### config.mk
export PLATFORM = sky130hd
export DESIGN_NAME = wbm_byte_bridge
export DESIGN_NICKNAME = d
export VERILOG_FILES = /design/src/rtl/wbm_byte_bridge.sv
export SDC_FILE = /design/constraint.sdc
export NUM_CORES = 1
export LEC_CHECK = 0
export ABC_AREA = 1
export BUFFER_PORTS_ARGS = -buffer_cell sky130_fd_sc_hd__buf_4
export CORE_ASPECT_RATIO = 1.25
export CORE_UTILIZATION = 47
export DETAILED_ROUTE_END_ITERATION = 10
export GPL_TIMING_DRIVEN = 0
export PLACE_DENSITY = 0.76
export SYNTH_ARGS = -nofsm -noshare
export SYNTH_HDL_FRONTEND = slang
export SYNTH_SLANG_ARGS = --single-unit
### constraint.sdc
create_clock -name wb_clk_i -period 1.46 [get_ports wb_clk_i]
set_input_delay 0.219 -clock wb_clk_i [delete_from_list [all_inputs] [get_ports wb_clk_i]]
set_output_delay 0.219 -clock wb_clk_i [all_outputs]
set_load 0.03 [all_outputs]
### src/rtl/wbm_byte_bridge.sv
// Byte-stream to Wishbone B4 pipelined master: host command frames become single
// bus transactions, each answered by a status byte and, for good reads, four data bytes.
module wbm_byte_bridge #(
    parameter int TIMEOUT = 255
) (
    input  logic        wb_clk_i,
    input  logic        wb_rst_i,
    input  logic        rx_valid_i,
    input  logic [7:0]  rx_data_i,
    output logic        rx_ready_o,
    output logic        tx_valid_o,
    output logic [7:0]  tx_data_o,
    input  logic        tx_ready_i,
    output logic        wb_cyc_o,
    output logic        wb_stb_o,
    output logic        wb_we_o,
    output logic [3:0]  wb_adr_o,
    output logic [3:0]  wb_sel_o,
    output logic [31:0] wb_dat_o,
    input  logic [31:0] wb_dat_i,
    input  logic        wb_stall_i,
    input  logic        wb_ack_i
);

    localparam int TW = $clog2(TIMEOUT + 1);
    localparam logic [TW-1:0] TMO_MAX  = TW'(TIMEOUT);
    localparam logic [TW-1:0] TMO_LAST = TW'(TIMEOUT - 1);

    typedef enum logic [2:0] {
        S_IDLE,
        S_RXDATA,
        S_REQ,
        S_WAIT,
        S_TXS,
        S_TXD
    } state_t;

    state_t        r_state;
    state_t        w_stateNext;
    logic          r_we;
    logic [3:0]    r_adr;
    logic [31:0]   r_datOut;
    logic [31:0]   r_datIn;
    logic [7:0]    r_status;
    logic [1:0]    r_byteCnt;
    logic [TW-1:0] r_timer;

    logic          w_rxFire;
    logic          w_txFire;
    logic          w_busActive;
    logic          w_timeoutHit;
    logic          w_ackHit;
    logic [7:0]    w_txByte;

    assign rx_ready_o = (r_state == S_IDLE) || (r_state == S_RXDATA);
    assign tx_valid_o = (r_state == S_TXS) || (r_state == S_TXD);
    assign wb_cyc_o   = w_busActive;
    assign wb_stb_o   = (r_state == S_REQ);
    assign wb_we_o    = r_we;
    assign wb_adr_o   = r_adr;
    assign wb_sel_o   = 4'hF;
    assign wb_dat_o   = r_datOut;
    assign tx_data_o  = (r_state == S_TXS) ? r_status : w_txByte;

    assign w_rxFire     = rx_valid_i && rx_ready_o;
    assign w_txFire     = tx_valid_o && tx_ready_i;
    assign w_busActive  = (r_state == S_REQ) || (r_state == S_WAIT);
    // The timer counts the cycle it is in, so the last legal cycle is TIMEOUT-1.
    assign w_timeoutHit = w_busActive && (r_timer == TMO_LAST);
    assign w_ackHit     = (r_state == S_WAIT) && wb_ack_i;

    always_comb begin
        w_txByte = r_datIn[31:24];
        case (r_byteCnt)
            2'd0:    w_txByte = r_datIn[31:24];
            2'd1:    w_txByte = r_datIn[23:16];
            2'd2:    w_txByte = r_datIn[15:8];
            default: w_txByte = r_datIn[7:0];
        endcase
    end

    always_comb begin
        w_stateNext = r_state;
        case (r_state)
            S_IDLE: begin
                if (w_rxFire) begin
                    w_stateNext = rx_data_i[7] ? S_RXDATA : S_REQ;
                end
            end
            S_RXDATA: begin
                if (w_rxFire && (r_byteCnt == 2'd3)) begin
                    w_stateNext = S_REQ;
                end
            end
            S_REQ: begin
                if (w_timeoutHit) begin
                    w_stateNext = S_TXS;
                end else if (!wb_stall_i) begin
                    w_stateNext = S_WAIT;
                end
            end
            S_WAIT: begin
                if (w_timeoutHit || w_ackHit) begin
                    w_stateNext = S_TXS;
                end
            end
            S_TXS: begin
                if (w_txFire) begin
                    w_stateNext = ((r_status == 8'h00) && !r_we) ? S_TXD : S_IDLE;
                end
            end
            S_TXD: begin
                if (w_txFire && (r_byteCnt == 2'd3)) begin
                    w_stateNext = S_IDLE;
                end
            end
            default: w_stateNext = S_IDLE;
        endcase
    end

    always_ff @(posedge wb_clk_i) begin
        if (wb_rst_i) begin
            r_state   <= S_IDLE;
            r_we      <= 1'b0;
            r_adr     <= 4'h0;
            r_datOut  <= 32'h0;
            r_datIn   <= 32'h0;
            r_status  <= 8'h00;
            r_byteCnt <= 2'd0;
            r_timer   <= '0;
        end else begin
            r_state <= w_stateNext;
            case (r_state)
                S_IDLE: begin
                    if (w_rxFire) begin
                        r_we      <= rx_data_i[7];
                        r_adr     <= rx_data_i[3:0];
                        r_byteCnt <= 2'd0;
                    end
                end
                S_RXDATA: begin
                    if (w_rxFire) begin
                        r_datOut  <= {r_datOut[23:0], rx_data_i};
                        r_byteCnt <= r_byteCnt + 2'd1;
                    end
                end
                S_REQ, S_WAIT: begin
                    if (w_timeoutHit) begin
                        r_status <= 8'hEE;
                    end else if (w_ackHit) begin
                        r_status <= 8'h00;
                        r_datIn  <= wb_dat_i;
                    end
                end
                S_TXS: begin
                    if (w_txFire) begin
                        r_byteCnt <= 2'd0;
                    end
                end
                S_TXD: begin
                    if (w_txFire) begin
                        r_byteCnt <= r_byteCnt + 2'd1;
                    end
                end
                default: ;
            endcase

            // Saturating so a stuck bus can never wrap back under the limit.
            if ((w_stateNext == S_REQ) && (r_state != S_REQ)) begin
                r_timer <= '0;
            end else if (w_busActive && (r_timer != TMO_MAX)) begin
                r_timer <= r_timer + 1'b1;
            end
        end
    end

endmodule

==> tab_implementation.tex, run 1 <==
\begin{tabular}{lr}
\hline
Metric & Value \\
\hline
\multicolumn{2}{l}{\textbf{Power}} \\
Post-layout power & 0.00550 W \\
Switching part of the total power & 0.334 \\
Clock power frac & 0.286 \\
Power density over the cells & just over 900 nW/um\^{}2 \\
Reported net switching power & approximately 0.0018 W \\
Pint & 0.00366 W \\
Leakage power figure & approximately 2.5 nW \\
Max rail drop VDD & just over 0.9 mV \\
Sequential group share of total power & 0.453 \\
Comb pwr share & 0.261 \\
\multicolumn{2}{l}{\textbf{Timing}} \\
Post-route minimum period & 1.96 ns \\
Fmax & just over 500 MHz \\
Final setup viols & 75 \\
Final number of hold-violating endpoints & 0 \\
Pin slew with the least headroom to its limit & $\sim$0.75 ns \\
Max-slew headroom at the worst pin & 0.499 \\
Unrepaired setup endpoints after global routing & yes \\
Portion of the clock cycle consumed by the worst path in the final layout & 1.34 \\
PnR worst setup slack & -0.504 ns \\
Pins Over Slew Limit & 0 \\
Clock skew after layout & roughly 0.012 ns \\
\multicolumn{2}{l}{\textbf{Layout}} \\
Syn-to-layout area delta & 65.9\% \\
Fin nets & 695 \\
Fraction of final layout cells with drive strength greater than 1 & 0.523 \\
Finished Layout Cells & 740 \\
Number of antenna diodes & 0 \\
Filler Cell Count & around 440 \\
Post-route core utilization & 0.815 \\
Non-Filler Cell Area, Final & 6070 um\^{}2 \\
\multicolumn{2}{l}{\textbf{Worst setup path}} \\
Classification of the worst setup path & register to output port \\
Largest fanout of any net on the critical path & 8 \\
Critical path capture point type & output port \\
Critical path arrival & $\sim$1.7 ns \\
Startpoint type of the worst setup path & register \\
Required time at the endpoint of the critical path & 1.24 ns \\
\multicolumn{2}{l}{\textbf{Clock network}} \\
Longest Clk Path Bufs & 2 \\
Clock transition at the registers of the reported paths & $\sim$0.09 ns \\
Num CTS Buffers & 9 \\
Clock Sinks & 83 \\
Maximum level of the CTS H-tree & 3 \\
Worst-skew pair later-pin latency & 0.37 ns \\
Cell at the root of the clock tree & clkbuf\_8 \\
Total of hold buffers inserted after clock tree synthesis & 0 \\
TritonCTS clock tree & done \\
\multicolumn{2}{l}{\textbf{Global routing}} \\
Global-route wire length before repair & roughly 17 mm \\
Largest net degree at the start of global routing & 15 \\
Overflow after GRT & 0 \\
Vias in the first global route & between 3000 and 4000 \\
Initial antenna violation count & 0 \\
Total GRT Usage & 0.275 \\
\multicolumn{2}{l}{\textbf{Place}} \\
Worst slack at placement & -0.326 ns \\
Post-DP HPWL & just under 7 mm \\
Gp weighted congestion & 0.910 \\
Count of port buffers added during placement & 94 \\
Cells after DPL & 683 \\
Placement-stage cell area & 4520 um\^{}2 \\
\multicolumn{2}{l}{\textbf{Floorplanning}} \\
Number of primary I/O pins & between 90 and 100 \\
Area of the core & $\sim$7400 um\^{}2 \\
Chip Width & just over 80 um \\
Overall die area & slightly above 8000 um\^{}2 \\
Placement row count & 35 \\
Initial core utilization & 0.491 \\
Die outline height & 101 um \\
\multicolumn{2}{l}{\textbf{Synthesis}} \\
Gate count of the mapped netlist & about 500 \\
Yosys warns & 0 \\
Seq cells post-synth & between 80 and 90 \\
Most used flip-flop cell after synthesis & dfxtp\_1 \\
Share of synthesized registers carrying an async set or reset & 0 \\
Average instance area after synthesis & roughly 7.4 um\^{}2 \\
EDFF count, synth & 0 \\
Fraction of the yosys area taken by sequential cells & 0.454 \\
Total standard cell area after synthesis & approximately 3700 um\^{}2 \\
Netlist cell types & 32 \\
\multicolumn{2}{l}{\textbf{Route}} \\
Starting DRC count in detailed routing & 233 \\
Via-to-Cell Ratio & $\sim$5.6 \\
Post-detailed-route count of antenna-violating nets & 0 \\
Via count of the routed design & around 4200 \\
Aggregate routed wire length & 13.6 mm \\
Routed wire per std cell & approximately 18 um \\
First-pass DRT Iterations & 5 \\
Drt drc & 0 \\
\multicolumn{2}{l}{\textbf{Min path}} \\
Min-delay worst type & input port to register \\
\multicolumn{2}{l}{\textbf{Status}} \\
Violated checks & negative setup slack \\
Status & finished, violations left \\
\multicolumn{2}{l}{\textbf{Flow run}} \\
Max\_cap viols & 0 \\
\hline
\end{tabular}
-- final timing paths --
kind	slack, ns	cells after the start	start	endpoint
setup / recovery	-0.50	7	r_byteCnt[1]	tx_data_o[7]
hold / removal	0.04	2	wb_rst_i	r_byteCnt[0]
setup reg to reg	-0.14	10	r_timer[0]	r_state[0]
hold reg to reg	0.46	2	r_datIn[3]	r_datIn[3]
-- cell usage in the layout, fill, tap and decap left out, types with 3 or more instances in the layout --
master     Yosys  final
a21oi_4        0      4
nor2_2         2     14
nand2_2        2     12
inv_2          0      6
dfxtp_1       83     75
clkbuf_16      0      5
nand2_1       77     55
inv_4          0      7
nand4_1        4      4
dfxtp_4        0      5
clkbuf_8       0     11
dfxtp_2        0      3
inv_1         46     31
nand3_2        1      8
inv_6          0      4
nand2_4        1     11
buf_12         0      3
ha_4           0      5
o221ai_2       0      4
nor2_1        79     59
o21ai_2        2     26
a21oi_2        8     39
conb_1         1      4
clkbuf_1      11      8
nand2_8        0      3
buf_4          6    103
a21oi_1       54     19
nand3_1       24     16
buf_6          4     34
nor2_4         1     10
o21ai_0       41     28
buf_8          0      7
o21ai_4        0      5
-- timing repair --
action	4_1_cts	5_1_grt
resized for setup	148	128
setup endpoints to repair	89	90
setup buffers	21	12
gates cloned	6	7
pin swaps	28	34
-- critical path, cell delays in order, from the launching register on --
cell	delay (ns)
dfxtp_4	0.39
inv_4	0.06
ha_4	0.22
a21oi_4	0.27
o221ai_2	0.14
nand2_1	0.09
nand2_2	0.06
buf_6	0.14
-- power groups by stage --
stage / combinational, W / clock, W / sequential, W
global route: 0.00152 / 0.00168 / 0.00250
detailed placement: 0.000967 / 0 / 0.00251
finish: 0.00143 / 0.00157 / 0.00249
floorplan: 0.000427 / 0 / 0.00267
CTS: 0.00125 / 0.00155 / 0.00248
global placement: 0.000951 / 0 / 0.00251
-- per-stage QoR --
step / hold slack, ns / TNS [ns]
2_1_floorplan: 0.297 / -0.251
3_3_place_gp: 0.427 / -8.57
3_5_place_dp: 0.436 / -11.95
4_1_cts: 0.0587 / -2.89
5_1_grt: 0.0436 / -11.11
6_report: 0.0350 / -6.63
-- sequential cells by signal (all words and copies together) (netlist names) --
name       flops
r_state        3
wb_dat_o      32
wb_adr_o       4
r_byteCnt      2
wb_we_o        1
r_datIn       32
r_status       1
r_timer        8
-- cells in the mapped netlist, types with 4 or more instances --
library cell  instances  share of area
dfxtp_1              83           0.45
buf_2                 6         0.0082
inv_1                46          0.047
o21ai_0              41          0.056
o21ai_1              16          0.022
o221ai_1              6          0.014
nand3_1              24          0.033
a21oi_1              54          0.074
a21oi_2               8          0.019
ha_1                  6          0.021
nand2_1              77          0.079
buf_6                 4          0.012
nand4_1               4         0.0068
clkbuf_1             11          0.011
buf_4                 6          0.012
nor2_1               79          0.081
-- logic make-up after synthesis --
logic type | after synthesis | synth area share
AO/OA/AOI/OAI | 132 | 0.200
XOR/XNOR | 2 | 0.00479
adder cells (fa/ha/maj) | 6 | 0.0205
buffers and inverters | 75 | 0.0938
flip-flops | 83 | 0.454
other | 1 | 0.00103
AND/OR/NAND/NOR | 195 | 0.226
-- cell type report --
cell class	count	area, um^2	share of cell area
timing repair buffer	136	1240	0.205
multi-input combinational	341	2390	0.394
buffer	25	253	0.0417
clock buffer	11	141	0.0233
inverter	47	204	0.0336
sequential	83	1680	0.278
clock inverter	5	36.3	0.00598
tap	92	115	0.0190
-- per-layer routing --
| metal | GRT usage | vias up | routed length, um |
|---|---|---|---|
| met1 | 0.292 | 1961 | 4890 |
| li1 | - | 1914 | - |
| met3 | 0.0652 | 75 | 978 |
| met4 | 0.136 | 0 | 863 |
| met2 | 0.498 | 213 | 6840 |
| met5 | 0 | - | 0 |
(Power assumes the default switching activity.)
==> inputs of run 2 (changes only) <==
CELL_PAD_IN_SITES_DETAIL_PLACEMENT = 1   (was default)
CELL_PAD_IN_SITES_GLOBAL_PLACEMENT = 1   (was default)
CORE_UTILIZATION = 33   (was 47)
PLACE_DENSITY = default   (was 0.76)
PLACE_DENSITY_LB_ADDON = 0.1   (was default)
==> tab_implementation.tex, run 2 (synthesis results as in run 1) <==
\begin{tabular}{lr}
\hline
Metric & Value \\
\hline
\multicolumn{2}{l}{\textbf{Status}} \\
Status & finished, violations left \\
Violated checks & negative setup slack \\
\multicolumn{2}{l}{\textbf{Min path}} \\
Hold Crit Depth & 2 \\
Min-delay worst type & input port to register \\
WHS Endpoint & r\_byteCnt[0] \\
Source of the worst hold timing path & wb\_rst\_i \\
\multicolumn{2}{l}{\textbf{Global routing}} \\
Initial antenna violation count & 0 \\
Global-route met2 utilization & 0.445 \\
Global-route layer with the greatest usage & met2 \\
Grt met1 use & 0.257 \\
Largest net degree at the start of global routing & 15 \\
Global-route wire length before repair & around 21 mm \\
Vias in the first global route & 4320 \\
Total GRT Usage & 0.247 \\
Met3 track demand over resource in global routing & 0.0583 \\
Overflow after GRT & 0 \\
\multicolumn{2}{l}{\textbf{Layout}} \\
Fraction of final layout cells with drive strength greater than 1 & 0.608 \\
Post-route core utilization & 0.642 \\
Syn-to-layout area delta & 87.2\% \\
Non-Filler Cell Area, Final & approximately 6800 um\^{}2 \\
Most frequent cells in the layout & buf\_4 (115), dfxtp\_1 (72), nand2\_1 (52) \\
Commonest non-fill, non-tap cell in the layout & buf\_4 \\
Filler Cell Count & approximately 1200 \\
Fin nets & a little over 700 \\
Number of antenna diodes & 0 \\
\multicolumn{2}{l}{\textbf{Worst setup path}} \\
Terminus of the critical flop-to-flop path & wb\_dat\_o[8] \\
Crit-path slowest cell & dfxtp\_4 \\
Largest fanout of any net on the critical path & 10 \\
Critical path arrival & about 1.7 ns \\
Critical register-to-register path startpoint & r\_state[0] \\
Startpoint type of the worst setup path & register \\
Required time at the endpoint of the critical path & 1.24 ns \\
Maximum cell stage delay along the critical path & roughly 0.38 ns \\
Critical path capture point type & output port \\
Crit path cell chain & ha\_4 -> clkbuf\_16 -> a21oi\_1 -> nand2\_1 -> nand2\_2 -> buf\_6 \\
Cell depth of the worst flop-to-flop path & 11 \\
Classification of the worst setup path & register to output port \\
Reg-to-reg setup timing slack & -0.30 ns \\
\multicolumn{2}{l}{\textbf{Clock network}} \\
Clock Sinks & 83 \\
Clock transition at the registers of the reported paths & 0.07 ns \\
Worst-skew pair later-pin latency & about 0.35 ns \\
TritonCTS clock tree & done \\
Num CTS Buffers & 9 \\
Cell at the root of the clock tree & clkbuf\_16 \\
Maximum level of the CTS H-tree & 3 \\
Longest Clk Path Bufs & 2 \\
\multicolumn{2}{l}{\textbf{Route}} \\
Routed wire per std cell & 22.9 um \\
Starting DRC count in detailed routing & 196 \\
First-pass DRT Iterations & 4 \\
Drt drc & 0 \\
Post-detailed-route count of antenna-violating nets & 0 \\
Aggregate routed wire length & approximately 18 mm \\
Via-to-Cell Ratio & around 5.4 \\
Via count of the routed design & about 4300 \\
\multicolumn{2}{l}{\textbf{Place}} \\
Gp weighted congestion & between 0.7 and 0.8 \\
Count of port buffers added during placement & 94 \\
Worst slack at placement & -0.433 ns \\
Post-DP HPWL & just over 8 mm \\
Placement-stage cell area & approximately 4600 um\^{}2 \\
\multicolumn{2}{l}{\textbf{Floorplanning}} \\
Area of the core & 10700 um\^{}2 \\
Placement row count & 42 \\
Overall die area & approximately 12000 um\^{}2 \\
Die outline height & 120 um \\
Initial core utilization & 0.343 \\
Chip Width & approximately 96 um \\
Number of primary I/O pins & between 90 and 100 \\
\multicolumn{2}{l}{\textbf{Power}} \\
Post-layout power & around 0.007 W \\
Power density over the cells & 1000 nW/um\^{}2 \\
Max rail drop VDD & between 0.5 and 0.6 mV \\
Leakage power figure & around 2.8 nW \\
\multicolumn{2}{l}{\textbf{Timing}} \\
Max-slew headroom at the worst pin & 0.343 \\
Pins Over Slew Limit & 0 \\
Portion of the clock cycle consumed by the worst path in the final layout & 1.32 \\
Unrepaired setup endpoints after global routing & yes \\
Clock skew after layout & roughly 0.010 ns \\
Fmax & 517 MHz \\
PnR worst setup slack & -0.473 ns \\
Final number of hold-violating endpoints & 0 \\
Hold slack final & approximately 0.074 ns \\
Final setup viols & 88 \\
Pin slew with the least headroom to its limit & between 0.9 and 1 ns \\
Post-route minimum period & between 1.5 and 2 ns \\
\multicolumn{2}{l}{\textbf{Flow run}} \\
Max\_cap viols & 0 \\
\hline
\end{tabular}
## run 2: cell types whose count changed in the layout (fill, tap and decap cells not counted), sizes merged
cell	change
clkinvlp	+1
clkinv	-1
nor2	-1
buf	+21
clkbuf	-3
inv	-2
bufinv	+2
## run 2: layout make-up
class / count / area (um^2) / share of cell area
Clock buffer: 11 / 253 / 0.0369
Timing Repair Buffer: 158 / 1520 / 0.222
Buffer: 21 / 225 / 0.0329
Inverter: 47 / 231 / 0.0338
Clock inverter: 5 / 82.6 / 0.0121
Sequential cell: 83 / 1690 / 0.247
Tap cell: 132 / 165 / 0.0241
Multi-Input combinational cell: 340 / 2680 / 0.391
## run 2: how the worst max path moves through the flow
stage	from	end
floorplan	r_state[2]	r_timer[1]
global placement	r_state[2]	tx_data_o[3]
CTS	r_byteCnt[1]	tx_data_o[3]
finish	r_byteCnt[0]	tx_data_o[7]
detailed placement	r_timer[0]	r_state[1]
global route	r_byteCnt[1]	tx_data_o[3]
## run 2: repair_timing
item / 4_1_cts / 5_1_grt
gates cloned: 9 / 4
endpoints found under the setup margin: 90 / 88
hold buffers: 0 / 0
setup buffers: 34 / 24
gates resized for setup: 221 / 181
endpoints found under the hold margin: 0 / 0
pin swaps: 40 / 58
## run 2: power by group
group	internal (W)	switching (W)	total [W]	leakage [nW]
combinational	0.000741	0.000987	0.00173	1.91
sequential	0.00238	0.000141	0.00252	0.680
clock	0.00160	0.00102	0.00262	0.166
## run 2: through the flow
stage / cells / setup TNS (ns)
finish: 797 / -13.93
global placement: 723 / -13.15
CTS: 779 / -9.41
global route: 797 / -17.41
detailed placement: 723 / -17.43
floorplan: 497 / -0.251
## run 2: per-layer routing
layer,vias to the layer above,share of wire
met5,-,0
met4,0,0.055
met3,64,0.044
met2,166,0.54
met1,2147,0.36
li1,1954,-
## run 2: worst max-delay path: cells and delay by family (launching register included)
kind                     cells  cell delay, ns
AO/OA/AOI/OAI                1            0.24
buffers and inverters        2            0.31
AND/OR/NAND/NOR              2            0.23
flip-flops                   1            0.38
adder cells (fa/ha/maj)      1            0.19
==> inputs of run 3 (changes only) <==
ABC_AREA = default   (was 1)
CORE_UTILIZATION = 34   (was 33)
==> tab_implementation.tex, run 3 <==
\begin{tabular}{lr}
\hline
Metric & Value \\
\hline
\multicolumn{2}{l}{\textbf{Synthesis}} \\
Share of synthesized registers carrying an async set or reset & 0 \\
Cell with the most instances after synthesis & nand2\_1 \\
Area share of the largest cell type after synthesis & 0.470 \\
Yosys warns & 0 \\
Gate count of the mapped netlist & 450 \\
Top cells by area, synth & dfxtp\_1 (47\%), nand2\_1 (15\%), a21oi\_1 (12\%) \\
Seq cells post-synth & between 80 and 90 \\
Cell type with the highest aggregate area in the netlist & dfxtp\_1 \\
Leading cell types by count after synthesis & nand2\_1 (139), dfxtp\_1 (83), a21oi\_1 (82), nor2\_1 (23), clkbuf\_1 (18) \\
Fraction of the yosys area taken by sequential cells & 0.470 \\
Netlist cell types & 39 \\
Average instance area after synthesis & 7.85 um\^{}2 \\
Total standard cell area after synthesis & $\sim$3500 um\^{}2 \\
Most used flip-flop cell after synthesis & dfxtp\_1 \\
EDFF count, synth & 0 \\
\multicolumn{2}{l}{\textbf{Layout}} \\
Filler Cell Count & between 1000 and 1500 \\
Number of antenna diodes & 0 \\
Commonest non-fill, non-tap cell in the layout & buf\_4 \\
Syn-to-layout area delta & 70.6\% \\
Non-Filler Cell Area, Final & roughly 6000 um\^{}2 \\
Most frequent cells in the layout & buf\_4 (96), dfxtp\_1 (73), nand2\_1 (70) \\
Fraction of final layout cells with drive strength greater than 1 & 0.557 \\
Fin nets & approximately 630 \\
\multicolumn{2}{l}{\textbf{Status}} \\
Status & finished, violations left \\
Violated checks & negative setup slack \\
\multicolumn{2}{l}{\textbf{Route}} \\
Routed wire per std cell & 18.2 um \\
Via count of the routed design & approximately 3700 \\
Drt drc & 0 \\
Starting DRC count in detailed routing & between 100 and 150 \\
Post-detailed-route count of antenna-violating nets & 0 \\
Aggregate routed wire length & around 13 mm \\
Via-to-Cell Ratio & $\sim$5.2 \\
First-pass DRT Iterations & 5 \\
\multicolumn{2}{l}{\textbf{Floorplanning}} \\
Initial core utilization & 0.350 \\
Die outline height & about 120 um \\
Placement row count & 41 \\
Chip Width & approximately 93 um \\
Number of primary I/O pins & between 90 and 100 \\
Overall die area & approximately 11000 um\^{}2 \\
Area of the core & 10100 um\^{}2 \\
\multicolumn{2}{l}{\textbf{Flow run}} \\
Max\_cap viols & 0 \\
\multicolumn{2}{l}{\textbf{Worst setup path}} \\
Classification of the worst setup path & register to output port \\
Reg-to-reg setup timing slack & -0.43 ns \\
Family with the most delay on the worst path & compound AO/OA/AOI/OAI gates \\
Critical path capture point type & output port \\
Crit path cell chain & inv\_4 -> ha\_4 -> a222oi\_1 -> nor2\_1 -> a21oi\_2 -> nor2\_4 -> buf\_6 \\
Terminus of the critical flop-to-flop path & r\_timer[6] \\
Critical register-to-register path startpoint & r\_byteCnt[1] \\
Startpoint type of the worst setup path & register \\
Largest fanout of any net on the critical path & 8 \\
Cell depth of the worst flop-to-flop path & 9 \\
Buffer and inverter count on the worst path & 2 \\
Critical path arrival & 1.99 ns \\
Maximum cell stage delay along the critical path & $\sim$0.56 ns \\
Required time at the endpoint of the critical path & approximately 1.2 ns \\
Crit-path slowest cell & a222oi\_1 \\
\multicolumn{2}{l}{\textbf{Global routing}} \\
Met3 track demand over resource in global routing & 0.0518 \\
Vias in the first global route & 3593 \\
Largest net degree at the start of global routing & 16 \\
Global-route layer with the greatest usage & met2 \\
Global-route wire length before repair & approximately 18 mm \\
Overflow after GRT & 0 \\
Initial antenna violation count & 0 \\
Global-route met2 utilization & 0.398 \\
Total GRT Usage & 0.213 \\
Grt met1 use & 0.229 \\
\multicolumn{2}{l}{\textbf{Min path}} \\
Hold Crit Depth & 3 \\
Min-delay worst type & input port to register \\
WHS Endpoint & r\_datIn[15] \\
Source of the worst hold timing path & wb\_dat\_i[15] \\
\multicolumn{2}{l}{\textbf{Place}} \\
Worst slack at placement & -0.576 ns \\
Placement-stage cell area & about 4500 um\^{}2 \\
Count of port buffers added during placement & 94 \\
Gp weighted congestion & 0.756 \\
Post-DP HPWL & 7.95 mm \\
\multicolumn{2}{l}{\textbf{Clock network}} \\
Clock Sinks & 83 \\
TritonCTS clock tree & done \\
Total of hold buffers inserted after clock tree synthesis & 0 \\
Num CTS Buffers & 9 \\
Cell at the root of the clock tree & clkbuf\_16 \\
Worst-skew pair later-pin latency & about 0.35 ns \\
Longest Clk Path Bufs & 2 \\
Clock transition at the registers of the reported paths & about 0.070 ns \\
Maximum level of the CTS H-tree & 3 \\
\multicolumn{2}{l}{\textbf{Timing}} \\
Final sum of negative setup slack & -14.03 ns \\
Pins Over Slew Limit & 0 \\
Final number of hold-violating endpoints & 0 \\
Max-slew headroom at the worst pin & 0.466 \\
Portion of the clock cycle consumed by the worst path in the final layout & 1.52 \\
Clock skew after layout & a little under 0.009 ns \\
Final setup viols & 55 \\
Post-route minimum period & 2.21 ns \\
Fmax & between 400 and 500 MHz \\
Unrepaired setup endpoints after global routing & yes \\
Pin slew with the least headroom to its limit & roughly 0.80 ns \\
PnR worst setup slack & -0.752 ns \\
\multicolumn{2}{l}{\textbf{Power}} \\
Power density over the cells & slightly above 900 nW/um\^{}2 \\
Max rail drop VDD & 0.635 mV \\
Leakage power figure & 2.28 nW \\
\hline
\end{tabular}
## run 3: worst max-delay path by stage
| stage | startpoint | end | slack (ns) | cells past startpoint |
|---|---|---|---|---|
| 2_1_floorplan | r_state[2] | r_timer[0] | -0.19 | 8 |
| 3_3_place_gp | r_byteCnt[1] | tx_data_o[4] | -0.53 | 8 |
| 3_5_place_dp | r_byteCnt[1] | tx_data_o[4] | -0.58 | 8 |
| 4_1_cts | r_byteCnt[0] | tx_data_o[4] | -0.78 | 7 |
| 5_1_grt | r_byteCnt[0] | tx_data_o[6] | -0.83 | 7 |
| 6_report | r_byteCnt[1] | tx_data_o[4] | -0.75 | 7 |
## run 3: per-stage QoR
step	hold slack, ns	power (W)	instances	utilization
6_report	0.112	0.00560	714	0.597
5_1_grt	0.115	0.00578	714	0.597
4_1_cts	0.111	0.00545	700	0.503
3_5_place_dp	0.448	0.00301	676	0.449
3_3_place_gp	0.441	0.00300	676	0.449
2_1_floorplan	0.355	0.00276	453	-
## run 3: timing repair
item	in CTS	in global routing
pin swaps	19	79
setup buffers	12	6
hold endpoints to repair	0	0
gates resized for setup	54	208
endpoints found under the setup margin	81	83
gates cloned	1	9
## run 3: report_power, final
part / switching, W / internal (W)
clock network: 0.000997 / 0.00139
registers: 0.0000428 / 0.00230
logic: 0.000480 / 0.000391
total: 0.00152 / 0.00408
## run 3: cell type report
| class | count | area (um^2) | area share |
|---|---|---|---|
| Clock buffer | 10 | 239 | 0.0396 |
| Tap cell | 129 | 161 | 0.0268 |
| Buffer | 31 | 308 | 0.0510 |
| Timing Repair Buffer | 122 | 1150 | 0.191 |
| Multi-Input combinational cell | 326 | 2370 | 0.394 |
| Sequential cell | 83 | 1680 | 0.279 |
| Clock inverter | 6 | 71.3 | 0.0118 |
| Inverter | 7 | 41.3 | 0.00685 |
## run 3: logic make-up after synthesis
logic type                 share of synthesized area
and+or+nand+nor                                0.231
AOI/OAI and AO/OA                              0.187
DFF                                            0.470
buffers and inverters                         0.0605
adders and majority gates                     0.0212
muxes                                         0.0170
xor gates and xnor gates                      0.0124
other                                        0.00106
## run 3: layer usage
metal | vias to the layer above | routed length (um)
li1 | 1774 | -
met1 | 1819 | 4820
met2 | 97 | 7200
met3 | 23 | 596
met4 | 0 | 341
met5 | - | 0
## run 3: worst register-to-register path, delay by kind of cell, from the launching register on
family                     cells  cell delay (ns)
and+or+nand+nor                2             0.39
adders and majority gates      1             0.15
AOI/OAI and AO/OA              2             0.35
DFF                            1             0.38
buffers and inverters          4             0.48
